$ cat src/rtl/if_fetch_ctrl_pkg.sv
// rtl/if_fetch_ctrl_pkg.sv - shared widths, reset level and fetch state encodings
package if_fetch_ctrl_pkg;

  // Default instruction address and instruction bus widths.
  localparam int INST_ADDR_BUS_W = 32;
  localparam int INST_BUS_W      = 64;

  // Reset is active-low: this is the level of rst that resets the block.
  localparam logic RST_ENABLE = 1'b0;

  // Each ROM word is 8 bytes, so sequential fetch steps the PC by 8.
  localparam int PC_INC = 8;

  typedef enum logic [1:0] {
    FETCH_IDLE = 2'b00,
    FETCH_RUN  = 2'b01,
    FETCH_HALT = 2'b10
  } fetch_state_t;

endpackage

$ cat src/rtl/if_fetch_ctrl_fetch_fifo.sv
// rtl/if_fetch_ctrl_fetch_fifo.sv - prefetch FIFO holding {pc, inst} entries
module fetch_fifo
  import if_fetch_ctrl_pkg::*;
#(
  parameter int W     = 96,
  parameter int DEPTH = 4
) (
  input  logic                     clk,
  input  logic                     rst,
  input  logic                     flush,
  input  logic                     push,
  input  logic [W-1:0]             push_data,
  input  logic                     pop,
  output logic [$clog2(DEPTH):0]   count,
  output logic                     valid,
  output logic [W-1:0]             head
);

  localparam int PW = $clog2(DEPTH);
  localparam int CW = PW + 1;

  logic [W-1:0]  mem [DEPTH];
  logic [PW-1:0] rd_ptr;
  logic [PW-1:0] wr_ptr;

  // Pointer and occupancy tracking; flush empties the queue without touching storage.
  always_ff @(posedge clk) begin
    if (rst == RST_ENABLE || flush) begin
      rd_ptr <= '0;
      wr_ptr <= '0;
      count  <= '0;
    end else begin
      if (push) wr_ptr <= wr_ptr + 1'b1;
      if (pop)  rd_ptr <= rd_ptr + 1'b1;
      count <= count + CW'(push) - CW'(pop);
    end
  end

  // Entry storage; a push into a full FIFO is only issued alongside a pop, so the slot is free.
  always_ff @(posedge clk) begin
    if (push) mem[wr_ptr] <= push_data;
  end

  assign valid = (count != '0);
  assign head  = valid ? mem[rd_ptr] : '0;

endmodule

$ cat src/rtl/if_fetch_ctrl.sv
// rtl/if_fetch_ctrl.sv - instruction fetch sequencer: PC, ROM access, redirects, prefetch
module if_fetch_ctrl
  import if_fetch_ctrl_pkg::*;
#(
  parameter int                ADDR_W   = INST_ADDR_BUS_W,
  parameter int                INST_W   = INST_BUS_W,
  parameter int                DEPTH    = 4,
  parameter logic [ADDR_W-1:0] RESET_PC = '0
) (
  input  logic              clk,
  input  logic              rst,
  output logic              rom_ce_o,
  output logic [ADDR_W-1:0] rom_addr_o,
  input  logic [INST_W-1:0] rom_inst_i,
  input  logic              br_flag_i,
  input  logic [ADDR_W-1:0] br_target_i,
  output logic              id_valid_o,
  input  logic              id_ready_i,
  output logic [ADDR_W-1:0] id_pc_o,
  output logic [INST_W-1:0] id_inst_o,
  output logic              misalign_o
);

  localparam int CW = $clog2(DEPTH) + 1;
  localparam logic [CW-1:0] FULL_COUNT = CW'(DEPTH);

  fetch_state_t       state, state_next;
  logic [ADDR_W-1:0]  pc, pc_next;
  logic               misalign_next;
  logic [CW-1:0]      fifo_count;
  logic               space;
  logic               pop;
  logic [ADDR_W+INST_W-1:0] head;

  fetch_fifo #(
    .W     (ADDR_W + INST_W),
    .DEPTH (DEPTH)
  ) u_fifo (
    .clk       (clk),
    .rst       (rst),
    .flush     (br_flag_i),
    .push      (rom_ce_o),
    .push_data ({pc, rom_inst_i}),
    .pop       (pop),
    .count     (fifo_count),
    .valid     (id_valid_o),
    .head      (head)
  );

  assign id_pc_o   = head[ADDR_W+INST_W-1:INST_W];
  assign id_inst_o = head[INST_W-1:0];

  // A full FIFO still has room when the head leaves in the same cycle.
  assign space = (fifo_count < FULL_COUNT) || (id_valid_o && id_ready_i);
  // A redirect cancels any handshake: the head is flushed rather than consumed.
  assign pop   = id_valid_o && id_ready_i && !br_flag_i;

  // State, PC and trap register updates.
  always_ff @(posedge clk) begin
    if (rst == RST_ENABLE) begin
      state      <= FETCH_IDLE;
      pc         <= RESET_PC;
      misalign_o <= 1'b0;
    end else begin
      state      <= state_next;
      pc         <= pc_next;
      misalign_o <= misalign_next;
    end
  end

  // ROM drive, sequential PC advance and redirect handling (redirect wins over everything).
  always_comb begin
    state_next    = state;
    pc_next       = pc;
    misalign_next = misalign_o;
    rom_ce_o      = 1'b0;
    rom_addr_o    = '0;

    case (state)
      FETCH_IDLE: state_next = FETCH_RUN;
      FETCH_RUN: begin
        rom_addr_o = pc;
        rom_ce_o   = space && !br_flag_i;
      end
      default: state_next = state;
    endcase

    if (rom_ce_o) pc_next = pc + ADDR_W'(PC_INC);

    if (br_flag_i) begin
      pc_next = br_target_i;
      if (br_target_i[2:0] == 3'b000) begin
        state_next    = FETCH_RUN;
        misalign_next = 1'b0;
      end else begin
        state_next    = FETCH_HALT;
        misalign_next = 1'b1;
      end
    end
  end

endmodule

$ cat config.mk
export PLATFORM = sky130hd
export DESIGN_NAME = if_fetch_ctrl
export DESIGN_NICKNAME = d
export VERILOG_FILES = /design/src/rtl/if_fetch_ctrl_pkg.sv /design/src/rtl/if_fetch_ctrl_fetch_fifo.sv /design/src/rtl/if_fetch_ctrl.sv
export SDC_FILE = /design/constraint.sdc
export NUM_CORES = 1
export LEC_CHECK = 0
export ABC_AREA = 1
export BUFFER_PORTS_ARGS = -buffer_cell sky130_fd_sc_hd__buf_4
export CAP_MARGIN = 20
export CORE_ASPECT_RATIO = 0.6
export CORE_MARGIN = 2
export CORE_UTILIZATION = 45
export DETAILED_ROUTE_END_ITERATION = 7
export GPL_TIMING_DRIVEN = 0
export SLEW_MARGIN = 20
export SYNTH_ARGS = -nofsm -noshare
export SYNTH_HDL_FRONTEND = slang
export SYNTH_HIERARCHICAL = 1
export SYNTH_SLANG_ARGS = --single-unit
$ cat constraint.sdc
create_clock -name clk -period 8.2 [get_ports clk]
set_input_delay 1.23 -clock clk [delete_from_list [all_inputs] [get_ports clk]]
set_output_delay 1.23 -clock clk [all_outputs]
set_load 0.01 [all_outputs]
* Yosys cells after proc, flatten, opt, wreduce, memory -nomap -nowiden
Memory sizes are Yosys's and may differ from the RTL's. A register that Yosys moved wholly into a read port is not among the register bits.
Cells that the tools add are included.
** Cells by class
- Muxes and demuxes :: 13
- Bitwise operators :: 1
- Order comparisons :: 1
- Add/sub/neg operators :: 5
- Equal/unequal tests :: 1
- Reduce and logical (&&, ||, !) cells :: 11
** Operators with widths (count)
- 2-to-1 mux 32 bit :: 3
- 2-to-1 mux 96 bit :: 1
- adder 32 x 4 -> 32 bit (second input constant) :: 1
- 2-to-1 mux 2 bit :: 5
- adder 2 x 1 -> 2 bit (second input constant) :: 2
- 2-to-1 mux 1 bit :: 4
- nonzero test 2 bit :: 2
- adder 3 x 1 -> 3 bit :: 1
- logical AND 1 bit :: 3
- logical NOT 3 bit :: 1
- less-than comparator 3 bit (second input constant) :: 1
- nonzero test 3 bit :: 1
- subtractor 3 x 1 -> 3 bit :: 1
- equality test 2 x 1 -> 1 bit (second input constant) :: 1
- logical NOT 2 bit :: 1
- logical OR 1 bit :: 2
- logical NOT 1 bit :: 1
- inverter 1 bit :: 1
** Word-level totals
- Memory bits (writable) :: 384
- Register bits after elaboration :: 42
- Memories :: 1
- Word-level logic and storage cells :: 39
- Output and inout port bits :: 131
- Input port bits :: 100
** Memories
- u_fifo.mem :: depth 4, bits a word 96, read ports 1, clocked after memory_dff 1, write ports 1, RTL line if_fetch_ctrl_fetch_fifo.sv:22 : logic [W-1:0] mem [DEPTH];

* Depth between registers and ports, before layout
Gate-level depths: netlist of run 1.
- Depth after elaboration :: 7
- Depth in mapped cells :: 14
- Mapped depth without buffers :: 11

* Cells and area by module
The synthesis of run 1 kept the hierarchy.
** Modules (own cells, without submodules)
- fetch_fifo :: area an instance 16686.0 um^2, instances 1, sequential area each 11711.2 um^2, cells an instance 1574
- if_fetch_ctrl :: area an instance 2606.2 um^2, instances 1, sequential area each 700.7 um^2, cells an instance 430

* Worst setup path before layout of run 1
Ideal clock, no wire load.
- Path kind :: input-to-reg
- Start point :: input port id_ready_i
- End point :: memory u_fifo.mem[0][0], enable pin
- Path slack :: 3.951 ns
- Path buffers :: 1
- Setup time :: 0.450 ns
- Data required time :: 7.750 ns
- Arrival :: 3.799 ns
- Stages :: 7
- Path through :: nand2_2 -> nand2_1 -> nand3_4 -> nor2_2 -> buf_4 -> nand2_1 -> inv_1
** Between the ends
- Longest elaborated chain between the ends :: 6
** Ends and longest elaborated chain
- from (decl) :: RTL line if_fetch_ctrl.sv:18 : input logic id_ready_i,
- logical AND 1 bit :: RTL line if_fetch_ctrl.sv:54 : assign space = (fifo_count < FULL_COUNT) || (id_valid_o && id_ready_i);
- logical OR 1 bit :: RTL line if_fetch_ctrl.sv:54
- logical AND 1 bit :: RTL line if_fetch_ctrl.sv:83 : rom_ce_o = space && !br_flag_i;
- 2-to-1 mux 1 bit :: RTL line if_fetch_ctrl.sv:79 : case (state)
- net rom_ce_o :: RTL line if_fetch_ctrl.sv:12 : output logic rom_ce_o,
- 2-to-1 mux 1 bit :: RTL line if_fetch_ctrl_fetch_fifo.sv:41 : if (push) mem[wr_ptr] <= push_data;
- 2-to-1 mux 1 bit (implied by the code) :: RTL line if_fetch_ctrl_fetch_fifo.sv:41
- to (decl) :: RTL line if_fetch_ctrl_fetch_fifo.sv:22
The timed path passes the listed nets, and every way through them passes these cells.

* Worst setup path after layout of run 1
- Start point :: register u_fifo.count[2]
- End point :: output port rom_ce_o
** Between the ends
- Longest elaborated chain between the ends :: 5
- Elaborated cells between the ends (all ways) :: 6
- Those cells by class :: order compare (1); mux (1); reduce/logical (4)
** Ends and longest elaborated chain
- from (decl) :: RTL line if_fetch_ctrl_fetch_fifo.sv:14 : output logic [$clog2(DEPTH):0] count,
- from (signal assigned) :: RTL line if_fetch_ctrl_fetch_fifo.sv:35 : count <= count + CW'(push) - CW'(pop);
- branches (longest 2 deep; another with less-than comparator 3 bit)
- logical OR 1 bit * :: RTL line if_fetch_ctrl.sv:54
- logical AND 1 bit * :: RTL line if_fetch_ctrl.sv:83
- 2-to-1 mux 1 bit * :: RTL line if_fetch_ctrl.sv:79
- to (decl) :: RTL line if_fetch_ctrl.sv:12
Mark *: on every way between the ends.

==> out/results.ini, run 1 <==
[die]
io_pins = 231
die_y_um = 164
rows = 58
start_util = 0.458
core_um2 = 42100
die_area_um2 = 44600
die_w_um = 271

[synthesis]
yosysWarningCount = 6
synth_sequential_area_ratio = 0.643
synth.mux.area_fraction = 0
synth-simple-area-share = 0.191
synth_compound_area_frac = 0.0442
synthAdderAreaFrac = 0.00558
synth-async-reset-ratio = 0
ys_ff_latch = 428
synth_edf_count = 384
ys.flop_type = edfxtp_1
synth.lib_cells_used.distinct = 38
synth_cells = 2004
yosysTopAreaCell = edfxtp_1
syn_area_per_cell_um2 = 9.63
synth_top_area_share = 0.598
synthTopCellsByArea = edfxtp_1 (60%), nand2_1 (9.7%), inv_1 (8.9%)
syn_area_um2 = 19300
synth_xor_area_frac = 0.000908
synth_nets = 2112
synth_top_family_by_area = simple AND/OR/NAND/NOR gates

[critical_path]
crit_path_max_incr_delay_ps = 670
ff2ff_path_depth = 12
cp_cell_sequence = nor3_2 -> buf_4 -> buf_4 -> inv_1 -> nand2_2 -> nand2_1 -> nand3_4 -> nor2_2 -> buf_4 -> buf_4
end_kind = output pin
worstSetupPathType = flip-flop to output pin
crit_path_start_kind = flip-flop
cpLargestDelayFamily = simple AND/OR/NAND/NOR gates
reg2reg_from = u_fifo/count[2]
worstPathRequired_ps = 6970
worstPathArrival_ps = 3200
crit_fanout = 17
r2r_slack_ps = 4720
cp_slowest_cell = nor3_2
path_buf_inv = 5
r2r-end = u_fifo/mem[2][13]
crit_path_frequent_cell = buf_4

[routing]
num_vias = 14300
drt_iter0_drc = 1193
wl_mm = 53.3
via_per_inst = 4.97
ant_nets = 0
first_pass_iters = 5
post_drt_wl_per_cell_um = 18.5
drc_errors = 0

[worst_hold_path]
holdPathStages = 1
hold_class = flip-flop to flip-flop
min-delay-start = u_fifo/rd_ptr[1]

[sta]
maxSlewViolCount = 0
fin_crit_ps = 4430
finalSetupViolations = 0
setup_tns_ps = 0
finClkSkew_ps = 16.4
final_hold_viol_count = 0
holdWs_ps = 458
tightestPinTransition_ps = 855
maxSlewHeadroom = 0.427
rsz0062_at_grt = no
max_freq_mhz = 226
final.period_utilization = 0.540

[global_route]
grt_max_degree = 59
grt_pass1_wl_mm = 79.5
antenna_found_initial = 1
grt_util_all_layers = 0.236
first_global_vias = 13500
grt-ovfl-total = 0

[layout]
nets = 2389
finalInstanceArea_um2 = 23300
layout-drive-gt1-share = 0.177
area_growth_pct = 20.7
n_fill_cell = 3756

[power_and_ir_drop]
p_per_area_nw_per_um2 = 201
p_leak_uw = 0.0103
totalPowerFinal_uw = 4680
vdd_drop_max_mv = 0.157

[clock_network]
insertion_delay_ps = 540
clk_pin_slew_ps = 60
ctsResizeCount = 0
postCtsSetupRepairBufs = 0
cts_buffers = 41
htree_levels = 2
cts_tree = yes
cts.sinks = 428
cts_hold_buf = 0
cts.path.max_buffers = 3
cts-root-buf = clkbuf_16

[placed_design]
port_buffers = 230
hpwl_mm = 35.8
placed_area_um2 = 21900
gp_congestion = 0.912

[run_status]
outcome = completed

[flow_run]
max-cap-violations = 0

[flip-flops by register name, indices dropped and copies added (netlist names), named ones only]
name	count
u_fifo/mem	384
pc	32
u_fifo/count	3
state	2
u_fifo/rd_ptr	2
u_fifo/wr_ptr	2
misalign_o	1
[worst max path at each step]
stage,slack (ps),cells after the start,from,endpoint
finish,3770,10,u_fifo/count[2],rom_ce_o
global route,3610,10,u_fifo/count[2],rom_ce_o
CTS,3680,10,u_fifo/count[2],rom_ce_o
detailed placement,4270,10,u_fifo/count[2],rom_ce_o
global placement,1900,8,id_ready_i,u_fifo/mem[1][78]
floorplan,3950,7,id_ready_i,u_fifo/mem[0][0]
[final cells by class]
cell class / count / area (um2) / area share
well taps: 570 / 713 / 0.0306
inverters: 463 / 1760 / 0.0755
diodes: 1 / 2.50 / 0.000107
clock buffers: 52 / 1160 / 0.0499
flip-flops and latches: 428 / 12400 / 0.533
plain buffers: 89 / 474 / 0.0204
multi-input cells: 1024 / 4670 / 0.200
repair buffers: 234 / 1840 / 0.0789
clock inverters: 23 / 267 / 0.0114
[where the power goes]
| part | internal, uW | switching, uW |
|---|---|---|
| Clock | 1190 | 817 |
| Sequential | 2410 | 32.3 |
| Combinational | 89.4 | 135 |
| Total | 3690 | 985 |
[metrics by stage]
stage | util | instances | setup slack [ps]
after floorplan | - | 2004 | 3950
after global placement | 0.516 | 2804 | 1900
after detailed placement | 0.519 | 2808 | 4270
after CTS | 0.553 | 2883 | 3680
after global routing | 0.553 | 2883 | 3610
final | 0.553 | 2884 | 3770
[cell usage after synthesis (8+ instances only)]
library cell	count
buf_4	12
buf_2	53
nand2_1	499
inv_1	459
a31oi_1	10
nor2_2	9
dfxtp_1	44
edfxtp_1	384
o21ai_0	18
clkbuf_1	18
a21oi_1	116
nand3_1	234
nor2_1	78
nand2_2	8
nor2_4	8
[kinds of logic (layout without fill, tap and decap cells)]
logic type                 count (synthesis)  in the layout
other                                      0              1
buffers and inverters                    552            861
xor gates and xnor gates                   2              2
AOI/OAI and AO/OA                        158            158
and+or+nand+nor                          856            856
DFF                                      428            428
adders and majority gates                  8              8
[routing by layer]
metal  wire, um  share of wire  GRT usage
met2      23700           0.45      0.366
met3       4210          0.079     0.0459
met4        814          0.015     0.0465
met5          0              0          0
met1      24500           0.46      0.349
[cells in the final DEF, fill, tap and decap left out, types with 9 or more instances in the layout]
| master | n |
|---|---|
| nand2_1 | 499 |
| inv_1 | 455 |
| edfxtp_1 | 384 |
| buf_4 | 242 |
| nand3_1 | 234 |
| a21oi_1 | 116 |
| nor2_1 | 78 |
| buf_2 | 53 |
| clkbuf_16 | 45 |
| dfxtp_1 | 44 |
| clkbuf_1 | 24 |
| o21ai_0 | 18 |
| a31oi_1 | 10 |
| nor2_2 | 9 |
No activity file was read; power rests on OpenSTA's default activity.
==> run 2: changes to the inputs <==
--- a/config.mk
+++ b/config.mk
@@ -13,6 +13,7 @@
 export CORE_UTILIZATION = 45
 export DETAILED_ROUTE_END_ITERATION = 7
 export GPL_TIMING_DRIVEN = 0
+export PLACE_DENSITY = 0.67
 export SLEW_MARGIN = 20
 export SYNTH_ARGS = -nofsm -noshare
 export SYNTH_HDL_FRONTEND = slang
==> constraint.sdc (replaced) <==
create_clock -name clk -period 3.7 [get_ports clk]
set_input_delay 0.555 -clock clk [delete_from_list [all_inputs] [get_ports clk]]
set_output_delay 0.555 -clock clk [all_outputs]
set_load 0.01 [all_outputs]
==> out/results.ini, run 2 (synthesized netlist as in run 1, its figures left out) <==
[power_and_ir_drop]
p_leak_uw = 0.0104
vdd_drop_max_mv = 0.279
totalPowerFinal_uw = 10100
p_per_area_nw_per_um2 = 428

[sta]
final_hold_viol_count = 0
rsz0062_at_grt = no
maxSlewViolCount = 0
fin_crit_ps = 3420
final.period_utilization = 0.924
finClkSkew_ps = 16.8
maxSlewHeadroom = 0.399
max_freq_mhz = 292
tightestPinTransition_ps = 902
finalSetupViolations = 0

[routing]
drt_iter0_drc = 1355
via_per_inst = 4.95
num_vias = 14400
drc_errors = 0
wl_mm = 53.6
post_drt_wl_per_cell_um = 18.4
ant_nets = 0
first_pass_iters = 5

[critical_path]
crit_path_start_kind = flip-flop
worstPathArrival_ps = 2860
end_kind = output pin
cp_cell_sequence = nor3_4 -> buf_4 -> buf_4 -> inv_1 -> nand2_2 -> nand2_1 -> nand3_4 -> nor2_2 -> buf_4 -> buf_4
worstPathRequired_ps = 3140
crit_path_frequent_cell = buf_4
cp_slowest_cell = dfxtp_1
cpLargestDelayFamily = buffers and inverters
path_buf_inv = 5
worstSetupPathType = flip-flop to output pin
crit_path_max_incr_delay_ps = 520
crit_fanout = 17

[clock_network]
htree_levels = 2
insertion_delay_ps = 550
cts_hold_buf = 0
cts.sinks = 428
cts_buffers = 42
cts-root-buf = clkbuf_16
cts_tree = yes
cts.path.max_buffers = 3
clk_pin_slew_ps = 60

[placed_design]
port_buffers = 230
dp.cells = 2820
hpwl_mm = 37.5
gp_congestion = 0.946

[layout]
nets = 2414
layout-drive-gt1-share = 0.183
finalNonFillerCells = 2913
utilization = 0.560
n_fill_cell = 3704
area_growth_pct = 22.2
largest_register = u_fifo/mem
layout_common_cells = nand2_1 (499), inv_1 (455), edfxtp_1 (384)
final_common_cell = nand2_1
largest_reg_flops = 384
top_regs = u_fifo/mem: 384 flops, pc: 32 flops, u_fifo/count: 3 flops

[die]
die_y_um = 164
io_pins = 231
start_util = 0.458
die_area_um2 = 44600
core_um2 = 42100
die_w_um = 271
rows = 58

[worst_hold_path]
hold_class = input port to flip-flop

[global_route]
first_global_vias = 13500
grt_util_all_layers = 0.236
antenna_found_initial = 3
grt-ovfl-total = 0
grt_pass1_wl_mm = 79.5
grt_max_degree = 30

[run_status]
outcome = completed

[flow_run]
max-cap-violations = 0

==> run 2: cell type report <==
class | count | area [um2] | area share
flip-flops and latches | 428 | 12400 | 0.527
clock buffers | 56 | 1130 | 0.0481
diodes | 4 | 10.0 | 0.000425
clock inverters | 21 | 180 | 0.00764
well taps | 570 | 713 | 0.0303
multi-input cells | 1024 | 4670 | 0.198
inverters | 463 | 1750 | 0.0744
repair buffers | 258 | 2220 | 0.0942
plain buffers | 89 | 474 | 0.0201
==> run 2: path summary, 6_finish.rpt <==
check	start	end	slack, ps	cells after the start
max reg2reg	u_fifo/count[2]	u_fifo/mem[2][71]	530	12
min	rom_inst_i[34]	u_fifo/mem[3][34]	200	1
min reg2reg	u_fifo/rd_ptr[1]	u_fifo/rd_ptr[1]	450	1
max	u_fifo/count[2]	rom_ce_o	280	10
==> run 2: power by group <==
| part | switching (uW) | leakage [uW] | total (uW) | internal (uW) |
|---|---|---|---|---|
| Sequential | 69.0 | 0.00384 | 5400 | 5340 |
| Clock | 1800 | 0.000641 | 4170 | 2370 |
| Combinational | 311 | 0.00591 | 520 | 209 |
==> run 2: worst reg2reg max path, cell delays in order, from the launching register on <==
cell        delay (ps)
dfxtp_1            520
nor3_4             110
buf_4              210
buf_4              210
inv_1              130
nand2_2            110
nand2_1            160
nand3_4            200
nor2_2             200
buf_4              300
nand2_1            140
clkinvlp_4         270
buf_4              290
==> run 2: repair_timing <==
action / in CTS / in global routing
pin swaps: 0 / 1
endpoints found under the setup margin: 307 / 204
buffers inserted: 0 / 12
resized for setup: 1 / 0
==> run 2: routing by layer <==
| layer | up-vias | global-route usage | part of all wire |
|---|---|---|---|
| li1 | 6975 | - | - |
| met1 | 6875 | 0.356 | 0.46 |
| met2 | 513 | 0.347 | 0.44 |
| met3 | 68 | 0.0489 | 0.079 |
| met4 | 0 | 0.0619 | 0.020 |
| met5 | - | 0 | 0 |
==> run 2: metrics by stage <==
| stage | setup TNS, ps | worst slack (ps) | instance area [um2] | hold slack, ps |
|---|---|---|---|---|
| finish | 0 | 280 | 23600 | 205 |
| global route | 0 | 176 | 23600 | 180 |
| CTS | 0 | 21.5 | 23400 | 183 |
| detailed placement | -27820 | -195 | 22100 | 436 |
| global placement | -772190 | -2060 | 21700 | 429 |
| floorplan | 0 | 189 | 19300 | 412 |
